$ cat src/rtl/imem_access_arbiter.sv
// Purpose : shares the single instruction-memory port between CPU fetch (read-only) and the
//           firmware loader/debug port (read/write). Fetch has fixed priority. A loader that has
//           waited MAX_WAIT cycles gets the next cycle.
// Latency : grant and memory pins are combinational in cycle N. The response (rvalid/rdata/err)
//           comes in cycle N+1. One access per cycle, fully pipelined.
// Backpr. : req/gnt handshake. A requester holds req and its payload until gnt. There is no
//           response backpressure.
//
// Ports
//   clk, rst_n                       clock, async active-low reset
//   fetch_req/addr -> fetch_gnt      fetch read request and same-cycle grant
//   fetch_rvalid/rdata               fetch read response, cycle after grant
//   ld_req/we/addr/wdata/wstrb       loader request (we=1 write)
//   ld_gnt, ld_rvalid/rdata/err      loader grant and response (write ack has rdata=0)
//   wr_lock                          MPU write protect (used only with IMEM_WRITE_LOCK_EN)
//   mem_we/addr/wdata/wstrb          memory pins, driven from the granted requester
//   mem_rdata                        memory read data, valid the cycle after the address
//
// Build option: define IMEM_WRITE_LOCK_EN to make loader writes granted while wr_lock=1
// complete as blocked writes (mem_we=0) that return an error response.
module imem_access_arbiter #(
  parameter int ADDR_W   = 14,
  parameter int MAX_WAIT = 4
) (
  input  logic              clk,
  input  logic              rst_n,
  input  logic              fetch_req,
  input  logic [ADDR_W-1:0] fetch_addr,
  output logic              fetch_gnt,
  output logic              fetch_rvalid,
  output logic [31:0]       fetch_rdata,
  input  logic              ld_req,
  input  logic              ld_we,
  input  logic [ADDR_W-1:0] ld_addr,
  input  logic [31:0]       ld_wdata,
  input  logic [3:0]        ld_wstrb,
  output logic              ld_gnt,
  output logic              ld_rvalid,
  output logic [31:0]       ld_rdata,
  output logic              ld_err,
  input  logic              wr_lock,
  output logic              mem_we,
  output logic [ADDR_W-1:0] mem_addr,
  output logic [31:0]       mem_wdata,
  output logic [3:0]        mem_wstrb,
  input  logic [31:0]       mem_rdata
);

  localparam logic [2:0] RSP_IDLE   = 3'd0;
  localparam logic [2:0] RSP_FETCH  = 3'd1;
  localparam logic [2:0] RSP_LD_RD  = 3'd2;
  localparam logic [2:0] RSP_LD_WR  = 3'd3;
  localparam logic [2:0] RSP_LD_ERR = 3'd4;

  localparam logic [3:0] C_MAX_WAIT = 4'(MAX_WAIT);

  logic [3:0] r_starve_cnt;
  logic [2:0] r_rsp_state;
  logic [2:0] w_rsp_next;
  logic       w_ld_force;
  logic       w_ld_gnt;
  logic       w_fetch_gnt;
  logic       w_blocked;

  // The loader wins when fetch is idle, or when it has already lost MAX_WAIT cycles in a row.
  // Grants are masked during reset, so every output stays 0 while rst_n is low, even if a
  // requester keeps req high.
  assign w_ld_force  = (r_starve_cnt == C_MAX_WAIT);
  assign w_ld_gnt    = rst_n & ld_req & (~fetch_req | w_ld_force);
  assign w_fetch_gnt = rst_n & fetch_req & ~w_ld_gnt;

`ifdef IMEM_WRITE_LOCK_EN
  // wr_lock matters only in the cycle a loader write is granted.
  assign w_blocked = w_ld_gnt & ld_we & wr_lock;
`else
  logic w_unused_wr_lock;
  assign w_unused_wr_lock = wr_lock;
  assign w_blocked        = 1'b0;
`endif

  assign fetch_gnt = w_fetch_gnt;
  assign ld_gnt    = w_ld_gnt;

  // Memory pins follow the granted requester. All pins are 0 when nothing is granted.
  // A zero strobe still goes out as a write with mem_we=1. The memory treats it as a no-op
  // and the loader still gets a normal ack.
  always_comb begin
    mem_we    = 1'b0;
    mem_addr  = '0;
    mem_wdata = '0;
    mem_wstrb = '0;
    if (w_ld_gnt) begin
      mem_we    = ld_we & ~w_blocked;
      mem_addr  = ld_addr;
      mem_wdata = ld_wdata;
      mem_wstrb = ld_wstrb;
    end else if (w_fetch_gnt) begin
      mem_addr  = fetch_addr;
    end
  end

  // The next response type is decided only by this cycle's grant. Back-to-back grants
  // therefore give continuous rvalid.
  always_comb begin
    w_rsp_next = RSP_IDLE;
    if (w_ld_gnt) begin
      if (!ld_we)        w_rsp_next = RSP_LD_RD;
      else if (w_blocked) w_rsp_next = RSP_LD_ERR;
      else               w_rsp_next = RSP_LD_WR;
    end else if (w_fetch_gnt) begin
      w_rsp_next = RSP_FETCH;
    end
  end

  always_ff @(posedge clk or negedge rst_n) begin
    if (!rst_n) begin
      r_rsp_state  <= RSP_IDLE;
      r_starve_cnt <= 4'd0;
    end else begin
      r_rsp_state <= w_rsp_next;
      // Count cycles in which a pending loader request loses to fetch. The count cannot pass
      // MAX_WAIT, because reaching MAX_WAIT forces a loader grant that clears it.
      if (!ld_req || w_ld_gnt)
        r_starve_cnt <= 4'd0;
      else if (fetch_req && !w_ld_force)
        r_starve_cnt <= r_starve_cnt + 4'd1;
    end
  end

  // Response outputs come straight from the state and the memory read port.
  // They are 0 whenever not valid.
  assign fetch_rvalid = (r_rsp_state == RSP_FETCH);
  assign fetch_rdata  = fetch_rvalid ? mem_rdata : 32'd0;
  assign ld_rvalid    = (r_rsp_state == RSP_LD_RD) || (r_rsp_state == RSP_LD_WR) ||
                        (r_rsp_state == RSP_LD_ERR);
  assign ld_rdata     = (r_rsp_state == RSP_LD_RD) ? mem_rdata : 32'd0;

`ifdef IMEM_WRITE_LOCK_EN
  assign ld_err = (r_rsp_state == RSP_LD_ERR);
`else
  assign ld_err = 1'b0;
`endif

endmodule
$ cat config.mk
export PLATFORM = sky130hd
export DESIGN_NAME = imem_access_arbiter
export DESIGN_NICKNAME = d
export VERILOG_FILES = /design/src/rtl/imem_access_arbiter.sv
export SDC_FILE = /design/constraint.sdc
export NUM_CORES = 1
export LEC_CHECK = 0
export ABC_CLOCK_PERIOD_IN_PS = 2900
export BUFFER_PORTS_ARGS = -buffer_cell sky130_fd_sc_hd__buf_2
export CORE_AREA = 2 2 86 88
export DETAILED_ROUTE_END_ITERATION = 10
export DIE_AREA = 0 0 88 90
export RECOVER_POWER = 25
export SLEW_MARGIN = 20
export SYNTH_ARGS = -nofsm -noshare
export SYNTH_HDL_FRONTEND = slang
export SYNTH_SLANG_ARGS = --single-unit
$ cat constraint.sdc
create_clock -name clk -period 2.9 [get_ports clk]
set_clock_uncertainty 0.05 [all_clocks]
set_input_delay 0.145 -clock clk [delete_from_list [all_inputs] [get_ports clk]]
set_output_delay 0.145 -clock clk [all_outputs]
set_load 0.05 [all_outputs]
# ---- Word level (Yosys, flattened, before mapping)
# Cells that the tools add are included.
dict set report totals {
  output_inout_bits 120
  in_bits 102
  memories 0
  romBits 0
  regBits 7
  word_cells 34
  ramBits 0
  latch_bits 0
}
dict set report op_classes {
  n_div 0
  n_eq_ne 5
  n_reduce_logical 7
  n_lt_le_gt_ge 0
  n_mux 12
  mul 0
  shifts 0
  n_addsub 1
  bitwise_logic 7
}
# operator n
set ops {}
lappend ops {{two-way mux 32 bit} 3}
lappend ops {{two-way mux 14 bit} 2}
lappend ops {{two-way mux 4 bit} 3}
lappend ops {{equality test 3 x 2 -> 1 bit (second input constant)} 2}
lappend ops {{adder 4 x 1 -> 4 bit (second input constant)} 1}
lappend ops {{AND 1 bit} 4}
lappend ops {{equality test 4 x 3 -> 1 bit (second input constant)} 1}
lappend ops {{equality test 3 x 1 -> 1 bit (second input constant)} 1}
lappend ops {{equality test 3 bit (second input constant)} 1}
lappend ops {{logical OR 1 bit} 3}
lappend ops {{two-way mux 1 bit} 3}
lappend ops {{two-way mux 3 bit} 1}
lappend ops {{logical NOT 1 bit} 2}
lappend ops {{inverter 1 bit} 2}
lappend ops {{nonzero test 2 bit} 1}
lappend ops {{logical AND 1 bit} 1}
lappend ops {{bitwise OR 1 bit} 1}

# ---- Longest topological paths before layout
# Gate-level depths: netlist of run 1.
dict set report depth {
  word_depth 7
  ltp_mapped 6
  mapped_depth_nobuf 5
}

# ---- Worst setup path before layout of run 1
# No wires, ideal clock.
dict set report synth_timing {
  kind {reg-to-output}
  from {register r_starve_cnt[0]}
  to {output mem_addr[3]}
  n_path_buf 1
  arrival_ns 1.794
  stages_incl_launch_ff 7
  slack_ns 0.911
  path_cell_list {dfrtp_1 -> inv_1 -> ha_1 -> and3b_1 -> a21oi_2 -> buf_6 -> a22o_1}
}
dict set report synth_via {
  elab_chain_cells 7
}
# item line_no
set synth_rtl {}
lappend synth_rtl {{start: declaration} 57} ;# logic [3:0] r_starve_cnt;
lappend synth_rtl {{start signal: assignment} 126} ;# r_starve_cnt <= r_starve_cnt + 4'd1;
lappend synth_rtl {{equality test 4 x 3 -> 1 bit} 68} ;# assign w_ld_force = (r_starve_cnt == C_MAX_WAIT);
lappend synth_rtl {{bitwise OR 1 bit} 69} ;# assign w_ld_gnt = rst_n & ld_req & (~fetch_req | w_ld_force);
lappend synth_rtl {{AND 1 bit} 69}
lappend synth_rtl {{inverter 1 bit} 70} ;# assign w_fetch_gnt = rst_n & fetch_req & ~w_ld_gnt;
lappend synth_rtl {{AND 1 bit} 70}
lappend synth_rtl {{net fetch_gnt} 29} ;# output logic fetch_gnt,
lappend synth_rtl {{two-way mux 14 bit} 97} ;# end else if (w_fetch_gnt) begin
lappend synth_rtl {{two-way mux 14 bit} 92} ;# if (w_ld_gnt) begin
lappend synth_rtl {{end: declaration} 43} ;# output logic [ADDR_W-1:0] mem_addr,
# The timed path passes the listed nets, and every way through them passes these cells.

# ---- Final worst setup path of run 1
dict set report layout_timing {
  from {register r_starve_cnt[0]}
  to {output mem_wdata[30]}
}
dict set report layout_via {
  elab_chain_cells 4
}
# item line_no
set layout_rtl {}
lappend layout_rtl {{equality test 4 x 3 -> 1 bit} 68}
lappend layout_rtl {{bitwise OR 1 bit} 69}
lappend layout_rtl {{AND 1 bit} 69}
lappend layout_rtl {{two-way mux 32 bit} 92}
lappend layout_rtl {{end: declaration} 44} ;# output logic [31:0] mem_wdata,
# Every way passes these cells.

==> results.toml, run 1 <==
[sta]
slew_headroom_pct = 32.1
hold_violations = 0
post-route-min-period_ns = 2.42
max_freq_mhz = 413
worst_hold_slack_ns = 0.113
min_period_over_period_pct = 83.4
finalSetupViolCount = 0
worstMarginPinSlew_ns = 1.02
rsz0062_at_grt = "false"
slew_violations = 0
final.setup.tns_ns = 0

[floorplan]
dieArea_sq_um = 7920
rows = 31
die_x_um = 88
core_sq_um = 7020
initial_core_util_pct = 17.9
fp.dieH_um = 90
io_pins = 222

[cts]
h-tree-depth = 1
cts_made_buffers = 3
root_buffer = "clkbuf_8"
clk_latency_ns = 0.22
cts_hold_buf = 1
cts-resized-gates = 0
clkTransAtPathRegs_ns = 0.04
cts.sinks = 6
postCtsSetupRepairBufs = 0
cts_tree = "yes"
clockBufferDepth = 2

[global_routing]
grt_pass1_wl_um = 7470
grt_pass1_vias = 1716
grt_overflow = 0
antenna_found_initial = 0
grt_max_degree = 55
grt_use_total_pct = 11.6

[pwr]
net-switching-power_uw = 345
switching_share_pct = 53.3
p_comb_share_pct = 67.0
p_total_uw = 647
ir_drop_v = 0.000132
internal_power_uw = 302
pwr-share-clk_pct = 19.2
powerDensity_nw_per_um2 = 270
seq_power_share_pct = 13.9
leakagePower_uw = 0.00150

[synthesis]
synth_edf_count = 0
syn_area_sq_um = 1250
netlist_instances = 167
async_flop_share_pct = 100
avgSynthCellArea_sq_um = 7.51
synth_common_cells = "and2_1 (101), a22o_2 (10), clkbuf_1 (7)"
synthTopCellsByArea = "and2_1 (50%), dfrtp_1 (12%), a22o_2 (8.0%)"
synth.largest_area_cell = "and2_1"
synthMostInstantiatedCell = "and2_1"
synth_seq_cells = 6
synth_top_area_share_pct = 50.4
yosys_warnings = 0
dominantRegCellSynth = "dfrtp_1"
yosysSeqAreaShare_pct = 12.0
syn_nets = 271
synth.distinct_cells = 27

[placement]
dp.cells = 473
port_buffers = 219
dp_hpwl_um = 4470
gp_congestion = 0.751

[worst_setup_path]
start_kind = "flop"
crit_fanout = 54
worstPathArrival_ns = 2.22
path_class = "flop to primary output"
end_kind = "primary output"
cp.required_ns = 2.71

[hold_path]
hp-class = "primary input to flop"

[routing]
wire_per_inst_um = 10.9
drtPass1Iterations = 4
routed_wl_um = 5180
vias = 1880
drtIter0Drc = 21
ant_nets = 0
drc = 0
vias_per_cell = 3.94

[cells_and_area]
fin_cells = 477
area_growth_pct = 91.1
n_antenna_cell = 0
drive_above_1_share_pct = 56.9
fin_nets = 484
utilization_pct = 34.1

[run]
cap_violations = 0

[status]
status = "completed"
state kept, by name, summed over array words and instances (netlist names):
signal and flops:
r_starve_cnt 4, r_rsp_state 2
kinds of logic after synthesis:
logic type / synth area share (%)
simple gates: 58.0
compound gates: 17.7
buf+inv: 9.38
flops: 12.0
fa+ha+maj: 2.00
xor+xnor: 0.699
other cells: 0.299
final cells by class:
cell class,count,area [sq um]
Inverter,3,11.3
Tap cell,99,124
Multi-Input combinational cell,143,973
Sequential cell,6,150
Clock buffer,3,41.3
Fill cell,775,4620
Timing Repair Buffer,223,1100
final timing paths:
| path | endpoint | slack, ns | startpoint | depth (start not counted) |
|---|---|---|---|---|
| max | mem_wdata[30] | 0.48 | r_starve_cnt[0]$_DFFE_PN0P_ | 7 |
| min | r_rsp_state[0]$_DFF_PN0_ | 0.11 | ld_we | 2 |
| max reg2reg | r_rsp_state[0]$_DFF_PN0_ | 1.10 | r_starve_cnt[0]$_DFFE_PN0P_ | 6 |
| min reg2reg | r_starve_cnt[0]$_DFFE_PN0P_ | 0.57 | r_starve_cnt[0]$_DFFE_PN0P_ | 3 |
| max in group asynchronous | r_starve_cnt[2]$_DFFE_PN0P_ | 2.34 | rst_n | 2 |
| min in group asynchronous | r_rsp_state[0]$_DFF_PN0_ | 0.27 | rst_n | 2 |
power by group through the flow:
| stage | registers, uW | clock network [uW] | logic (uW) |
|---|---|---|---|
| 2_1_floorplan | 90.3 | 0 | 309 |
| 3_3_place_gp | 90.5 | 0 | 436 |
| 3_5_place_dp | 90.7 | 0 | 439 |
| 4_1_cts | 89.7 | 129 | 440 |
| 5_1_grt | 89.8 | 138 | 459 |
| 6_report | 89.7 | 124 | 433 |
routing by layer:
layer  track usage (%)  wire length, um
met5                 0                0
met4              2.69               24
met3              1.47              544
met2              23.2             2670
met1              12.4             1950
per-stage QoR:
step | instance area [sq um] | setup slack [ns]
6_report | 2400 | 0.481
5_1_grt | 2400 | 0.337
4_1_cts | 2440 | 0.468
3_5_place_dp | 2390 | 0.711
3_3_place_gp | 2390 | 0.744
2_1_floorplan | 1250 | 0.911
worst max-delay path: stages (launching register included):
cell and delay [ns]:
dfrtp_1 0.39, inv_1 0.10, ha_1 0.17, nand3b_1 0.24, a21oi_4 0.21, buf_4 0.38
and2_1 0.21, buf_2 0.27
placed cells by master (no fill, tap or decap), types with 2 or more instances in the layout:
cell,count
ha_1,2
clkbuf_8,3
a211o_1,2
dfrtp_1,6
a22o_2,10
nand3_1,4
a22o_1,4
buf_2,199
nand2_1,2
nor2b_1,3
clkbuf_1,22
inv_1,3
a21boi_0,3
and2_1,101
No activity file was read; power rests on OpenSTA's default activity.
==> run 2: changes to the inputs <==
--- a/config.mk
+++ b/config.mk
@@ -5,11 +5,12 @@
 export SDC_FILE = /design/constraint.sdc
 export NUM_CORES = 1
 export LEC_CHECK = 0
-export ABC_CLOCK_PERIOD_IN_PS = 2900
+export ABC_AREA = 1
+export ABC_CLOCK_PERIOD_IN_PS = 2300
 export BUFFER_PORTS_ARGS = -buffer_cell sky130_fd_sc_hd__buf_2
-export CORE_AREA = 2 2 86 88
+export CORE_AREA = 2 2 85 87
 export DETAILED_ROUTE_END_ITERATION = 10
-export DIE_AREA = 0 0 88 90
+export DIE_AREA = 0 0 87 89
 export RECOVER_POWER = 25
 export SLEW_MARGIN = 20
 export SYNTH_ARGS = -nofsm -noshare
==> constraint.sdc (replaced) <==
create_clock -name clk -period 2.3 [get_ports clk]
set_clock_uncertainty 0.05 [all_clocks]
set_input_delay 0.115 -clock clk [delete_from_list [all_inputs] [get_ports clk]]
set_output_delay 0.115 -clock clk [all_outputs]
set_load 0.05 [all_outputs]
==> run 2 against run 1 <==
Effect of this change: non-clock buffer count shrank 2; critical endpoint is now mem_addr[3]; sequential cell count is the same; via count grew 17%; synthesized cell count grew 62%; highest routed layer unchanged; worst hold slack gained 0.028 ns; first-iteration DRC count grew to 3.0 times the previous value; register-to-register slack lost 0.40 ns.
==> results.toml, run 2 <==
[cts]
postCtsSetupRepairBufs = 0
cts.sinks = 6
cts_made_buffers = 3
root_buffer = "clkbuf_8"
h-tree-depth = 1
cts_tree = "yes"
clkTransAtPathRegs_ns = 0.04
clk_latency_ns = 0.22
clockBufferDepth = 2

[cells_and_area]
top_register = "r_starve_cnt"
largest_reg_flops = 4
area_growth_pct = 84.8
mostFrequentLayoutCells = "buf_2 (193), nor2_1 (105), inv_1 (77)"
final_common_cell = "buf_2"
design_area_sq_um = 2430
drive_above_1_share_pct = 44.0
fin_cells = 560
n_antenna_cell = 0
fin_nets = 586
utilization_pct = 36.2
largestRegisters = "r_starve_cnt (4), r_rsp_state (2)"

[synthesis]
synth_xor_area_share_pct = 0.665
synth_edf_count = 0
synth.largest_area_cell = "nor2_1"
synth_compound_area_share_pct = 1.33
synthMostInstantiatedCell = "nor2_1"
synth_common_cells = "nor2_1 (106), inv_1 (77), nand2_1 (29)"
dominantRegCellSynth = "dfrtp_1"
synth_top_area_share_pct = 30.2
synthMuxAreaShare_pct = 0
synth_top_family_by_area = "simple AND/OR/NAND/NOR gates"
async_flop_share_pct = 100
synth_seq_cells = 6
yosys.area_share.adder_pct = 1.90
syn_nets = 375
avgSynthCellArea_sq_um = 4.86
syn_area_sq_um = 1320
yosys_warnings = 0
synth-simple-area-share_pct = 53.5
synth.distinct_cells = 22
synthTopCellsByArea = "nor2_1 (30%), inv_1 (22%), dfrtp_1 (11%)"
yosysSeqAreaShare_pct = 11.4
netlist_instances = 271

[floorplan]
die_x_um = 87
core_sq_um = 6720
fp.dieH_um = 89
rows = 30
initial_core_util_pct = 19.6
io_pins = 222
dieArea_sq_um = 7740

[placement]
dp_hpwl_um = 4890
dp.cells = 556
gp_congestion = 0.780
place_area_sq_um = 2420
port_buffers = 219

[pwr]
ir_drop_v = 0.000160
leakagePower_uw = 0.00186
powerDensity_nw_per_um2 = 347
p_total_uw = 844

[sta]
final.setup.tns_ns = 0
worstMarginPinSlew_ns = 0.911
post-route-min-period_ns = 2.12
finalSetupViolCount = 0
max_freq_mhz = 473
slew_headroom_pct = 39.2
rsz0062_at_grt = "false"
min_period_over_period_pct = 92.0
hold_violations = 0
slew_violations = 0

[worst_setup_path]
cp.required_ns = 2.13
critical_path.cell_chain = "inv_1, ha_1, nand3_4, nand2_4, nand2_8, inv_8, nand2_2, nand2_1, buf_2"
critPathBufInv = 3
crit_family = "buffers and inverters"
end_kind = "primary output"
crit_fanout = 55
slowest_stage = "dfrtp_1"
worstPathArrival_ns = 1.95
path_class = "flop to primary output"
cpPeakStageDelay_ns = 0.40
start_kind = "flop"

[status]
status = "completed"

[routing]
drtIter0Drc = 63
drtPass1Iterations = 4
drc = 0
wire_per_inst_um = 10.1
routed_wl_um = 5670
ant_nets = 0
vias = 2205
vias_per_cell = 3.94

[global_routing]
grt_pass1_wl_um = 7980
grt_pass1_vias = 1884
grt_use_total_pct = 12.5
grt_max_degree = 56
grt_overflow = 0
antenna_found_initial = 0

[run]
cap_violations = 0

[hold_path]
hp-class = "primary input to flop"
run 2: changes by cell type after synthesis, sizes merged, moves of 2 or more:
cell	change
nor2	+106
nor2b	-3
and2	-101
nand4	+2
nand3	+13
a22o	-14
a21boi	-3
a211o	-2
nand2	+38
inv	+75
run 2: cell type report:
class	instances	area (sq um)
clock buffer	3	41.3
fill	761	4280
inverter	78	300
multi-input combinational	172	762
sequential	6	150
tap	80	100
timing repair buffer	221	1080
run 2: worst paths after layout:
kind	start	endpoint	slack, ns	depth (start not counted)
setup / recovery	r_starve_cnt[0]$_DFFE_PN0P_	mem_addr[3]	0.18	9
setup reg to reg	r_starve_cnt[0]$_DFFE_PN0P_	r_starve_cnt[1]$_DFFE_PN0P_	0.70	7
min in group asynchronous	rst_n	r_starve_cnt[2]$_DFFE_PN0P_	0.21	2
hold reg to reg	r_starve_cnt[3]$_DFFE_PN0P_	r_starve_cnt[3]$_DFFE_PN0P_	0.53	3
hold / removal	ld_we	r_rsp_state[0]$_DFF_PN0_	0.14	3
max in group asynchronous	rst_n	r_starve_cnt[1]$_DFFE_PN0P_	1.83	2
run 2: stage by stage:
stage	hold WS, ns	setup WS, ns
after floorplan	-0.231	0.226
after global placement	-0.0981	0.422
after detailed placement	-0.0949	0.391
after CTS	0.154	0.151
after global routing	0.170	0.00596
final	0.142	0.184
run 2: power by group:
part	switching (uW)	internal, uW	total [uW]	leakage, uW
sequential	4.31	111	115	0.0000809
combinational	427	146	573	0.00175
clock	43.6	112	156	0.0000216
run 2: cells by family after synthesis:
logic type,count (synthesis)
xor+xnor,1
fa+ha+maj,2
buf+inv,93
compound gates,3
other cells,1
simple gates,165
flops,6
run 2: worst min-delay path: cells and delay by family:
kind,cells,cell delay [ns]
buf+inv,2,0.16
compound gates,1,0.08
run 2: layer usage:
layer | track usage (%) | routed length [um]
met5 | 0 | 0
met4 | 3.41 | 45
met3 | 1.57 | 510
met2 | 23.9 | 2860
met1 | 14.6 | 2260
run 2: timing repair:
item | 4_1_cts | 5_1_grt
hold endpoints to repair | 6 | 0
resized for setup | 0 | 0
hold buffers | 1 | 0
==> run 3: changes to the inputs <==
--- a/config.mk
+++ b/config.mk
@@ -11,6 +11,7 @@
 export CORE_AREA = 2 2 85 87
 export DETAILED_ROUTE_END_ITERATION = 10
 export DIE_AREA = 0 0 87 89
+export GPL_TIMING_DRIVEN = 0
 export RECOVER_POWER = 25
 export SLEW_MARGIN = 20
 export SYNTH_ARGS = -nofsm -noshare
==> constraint.sdc (replaced) <==
create_clock -name clk -period 2.3 [get_ports clk]
set_clock_uncertainty 0.05 [all_clocks]
set_input_delay 0.46 -clock clk [delete_from_list [all_inputs] [get_ports clk]]
set_output_delay 0.46 -clock clk [all_outputs]
set_load 0.05 [all_outputs]
==> run 3 against run 2 <==
Effect of this change: critical path type unchanged; power rose by 6.5%; worst hold slack worse by 0.12 ns; sequential power barely moved; core utilization grew 5.0 points; maximum frequency is 5.5% lower; wire length grew 9.9%; register-to-register slack better by 0.10 ns; critical endpoint is now mem_wdata[26]; highest routed layer unchanged; combinational power increased by 9.9%.
==> results.toml, run 3 (same netlist as run 2, synthesis figures left out) <==
[floorplan]
core_sq_um = 6720
rows = 30
die_x_um = 87
io_pins = 222
dieArea_sq_um = 7740
fp.dieH_um = 89
initial_core_util_pct = 19.6

[sta]
slew_violations = 0
max_freq_mhz = 447
min_period_over_period_pct = 97.3
layout_setup_ws_ns = 0.0623
post-route-min-period_ns = 2.24
worst_hold_slack_ns = 0.0215
rsz0062_at_grt = "true"
finalSetupViolCount = 0
hold_violations = 0

[routing]
drtIter0Drc = 41
wl_met2_um = 3310
vias = 2309
vias_per_cell = 3.99
m1WireLength_um = 2340
drtPass1Iterations = 4
drc = 0
ant_nets = 0
met3WireLength_um = 564
wire_per_inst_um = 10.8
routed_wl_um = 6230
dr.max_layer_used = "met4"

[global_routing]
antenna_found_initial = 0
grt_overflow = 0
grt_pass1_vias = 1952
grt_pass1_wl_um = 8310
grt_max_degree = 12
grt_use_total_pct = 13.0

[cells_and_area]
largest_reg_flops = 4
final_common_cell = "buf_2"
design_area_sq_um = 2770
mostFrequentLayoutCells = "buf_2 (184), nor2_1 (104), inv_1 (76)"
fin_nets = 605
largestRegisters = "r_starve_cnt (4), r_rsp_state (2)"
area_growth_pct = 110
fillerInstances = 748
top_register = "r_starve_cnt"
drive_above_1_share_pct = 50.7
n_antenna_cell = 0

[pwr]
seq_power_share_pct = 12.8
ir_drop_v = 0.000134
pwr-share-clk_pct = 17.1
p_total_uw = 900
internal_power_uw = 413
powerDensity_nw_per_um2 = 324
p_comb_share_pct = 70.1
net-switching-power_uw = 486
leakagePower_uw = 0.00206
switching_share_pct = 54.1

[cts]
cts.sinks = 6
cts_made_buffers = 3
root_buffer = "clkbuf_8"
cts_tree = "yes"
h-tree-depth = 1
clk_latency_ns = 0.22
clockBufferDepth = 2
clkTransAtPathRegs_ns = 0.04

[worst_setup_path]
reg2reg_setup_slack_ns = 0.80
crit_fanout = 10
timing.rr.start = "r_starve_cnt[0]$_DFFE_PN0P_"
r2r_cells = 8
start_kind = "flop"
worstPathArrival_ns = 1.73
r2r-end = "r_starve_cnt[0]$_DFFE_PN0P_"
path_class = "flop to primary output"
end_kind = "primary output"
cp.required_ns = 1.79

[status]
status = "completed"

[placement]
gp_congestion = 0.791
place_area_sq_um = 2520
dp_hpwl_um = 5370
dpl_worst_slack_ns = 0.174
port_buffers = 219

[hold_path]
hp-class = "primary input to asynchronous set/reset pin"

[run]
cap_violations = 0
[run 3: cell count changes in the layout (fill, tap and decap cells not counted), sizes merged]
cell,change
dlygate4sd3,-1
clkbuf,-7
inv,-1
buf,+27
clkinv,+1
[run 3: worst max path at each step]
stage                     cells past startpoint                        start         endpoint  slack (ns)
after global placement                       10  r_starve_cnt[0]$_DFFE_PN0P_      mem_addr[3]        0.18
after detailed placement                     10  r_starve_cnt[0]$_DFFE_PN0P_      mem_addr[3]        0.17
after global routing                          8  r_starve_cnt[0]$_DFFE_PN0P_     mem_wstrb[0]       -0.05
after floorplan                               4     r_rsp_state[1]$_DFF_PN0_  fetch_rdata[10]       -0.12
final                                         8  r_starve_cnt[0]$_DFFE_PN0P_    mem_wdata[26]        0.06
after CTS                                     9  r_starve_cnt[0]$_DFFE_PN0P_      mem_addr[9]     0.00007
[run 3: layout make-up]
cell class                 count  area, sq um  area share [%]
inverter                      78          305            11.0
timing repair buffer         225         1300            46.8
sequential                     6          150            5.42
buffer                        15          110            3.97
multi-input combinational    172          767            27.7
tap                           80          100            3.61
clock buffer                   3         41.3            1.49
[run 3: repair_timing]
item | in CTS | in global routing
cloned | 0 | 1
buffers inserted | 0 | 5
hold buffers | 0 | 0
pin swaps | 0 | 2
gates resized for setup | 21 | 38
endpoints found under the setup margin | 20 | 52
[run 3: worst max-delay path: stages, from the launching register on]
cell and delay [ns]:
dfrtp_1 0.40, inv_2 0.07, ha_2 0.19, nand3_4 0.11, nand2_4 0.12, nand2_8 0.10
buf_4 0.19, nor2_1 0.12, buf_4 0.21
[run 3: routing by layer]
layer	up-vias	track usage [%]
li1	1204	-
met1	967	14.7
met2	136	26.2
met3	2	1.29
met4	0	1.99
met5	-	0
[run 3: power groups by stage]
| stage | sequential, uW | clock (uW) | combinational [uW] |
|---|---|---|---|
| final | 115 | 154 | 630 |
| after global routing | 115 | 167 | 671 |
| after detailed placement | 117 | 0 | 593 |
| after floorplan | 116 | 0 | 409 |
| after CTS | 116 | 159 | 607 |
| after global placement | 117 | 0 | 591 |
[run 3: per-stage QoR]
stage | util (%) | setup TNS (ns) | cells
after detailed placement | 37.4 | 0 | 570
after floorplan | - | -3.57 | 271
after CTS | 38.9 | 0 | 573
after global routing | 41.3 | -0.0946 | 579
final | 41.3 | 0 | 579
after global placement | 37.4 | 0 | 570
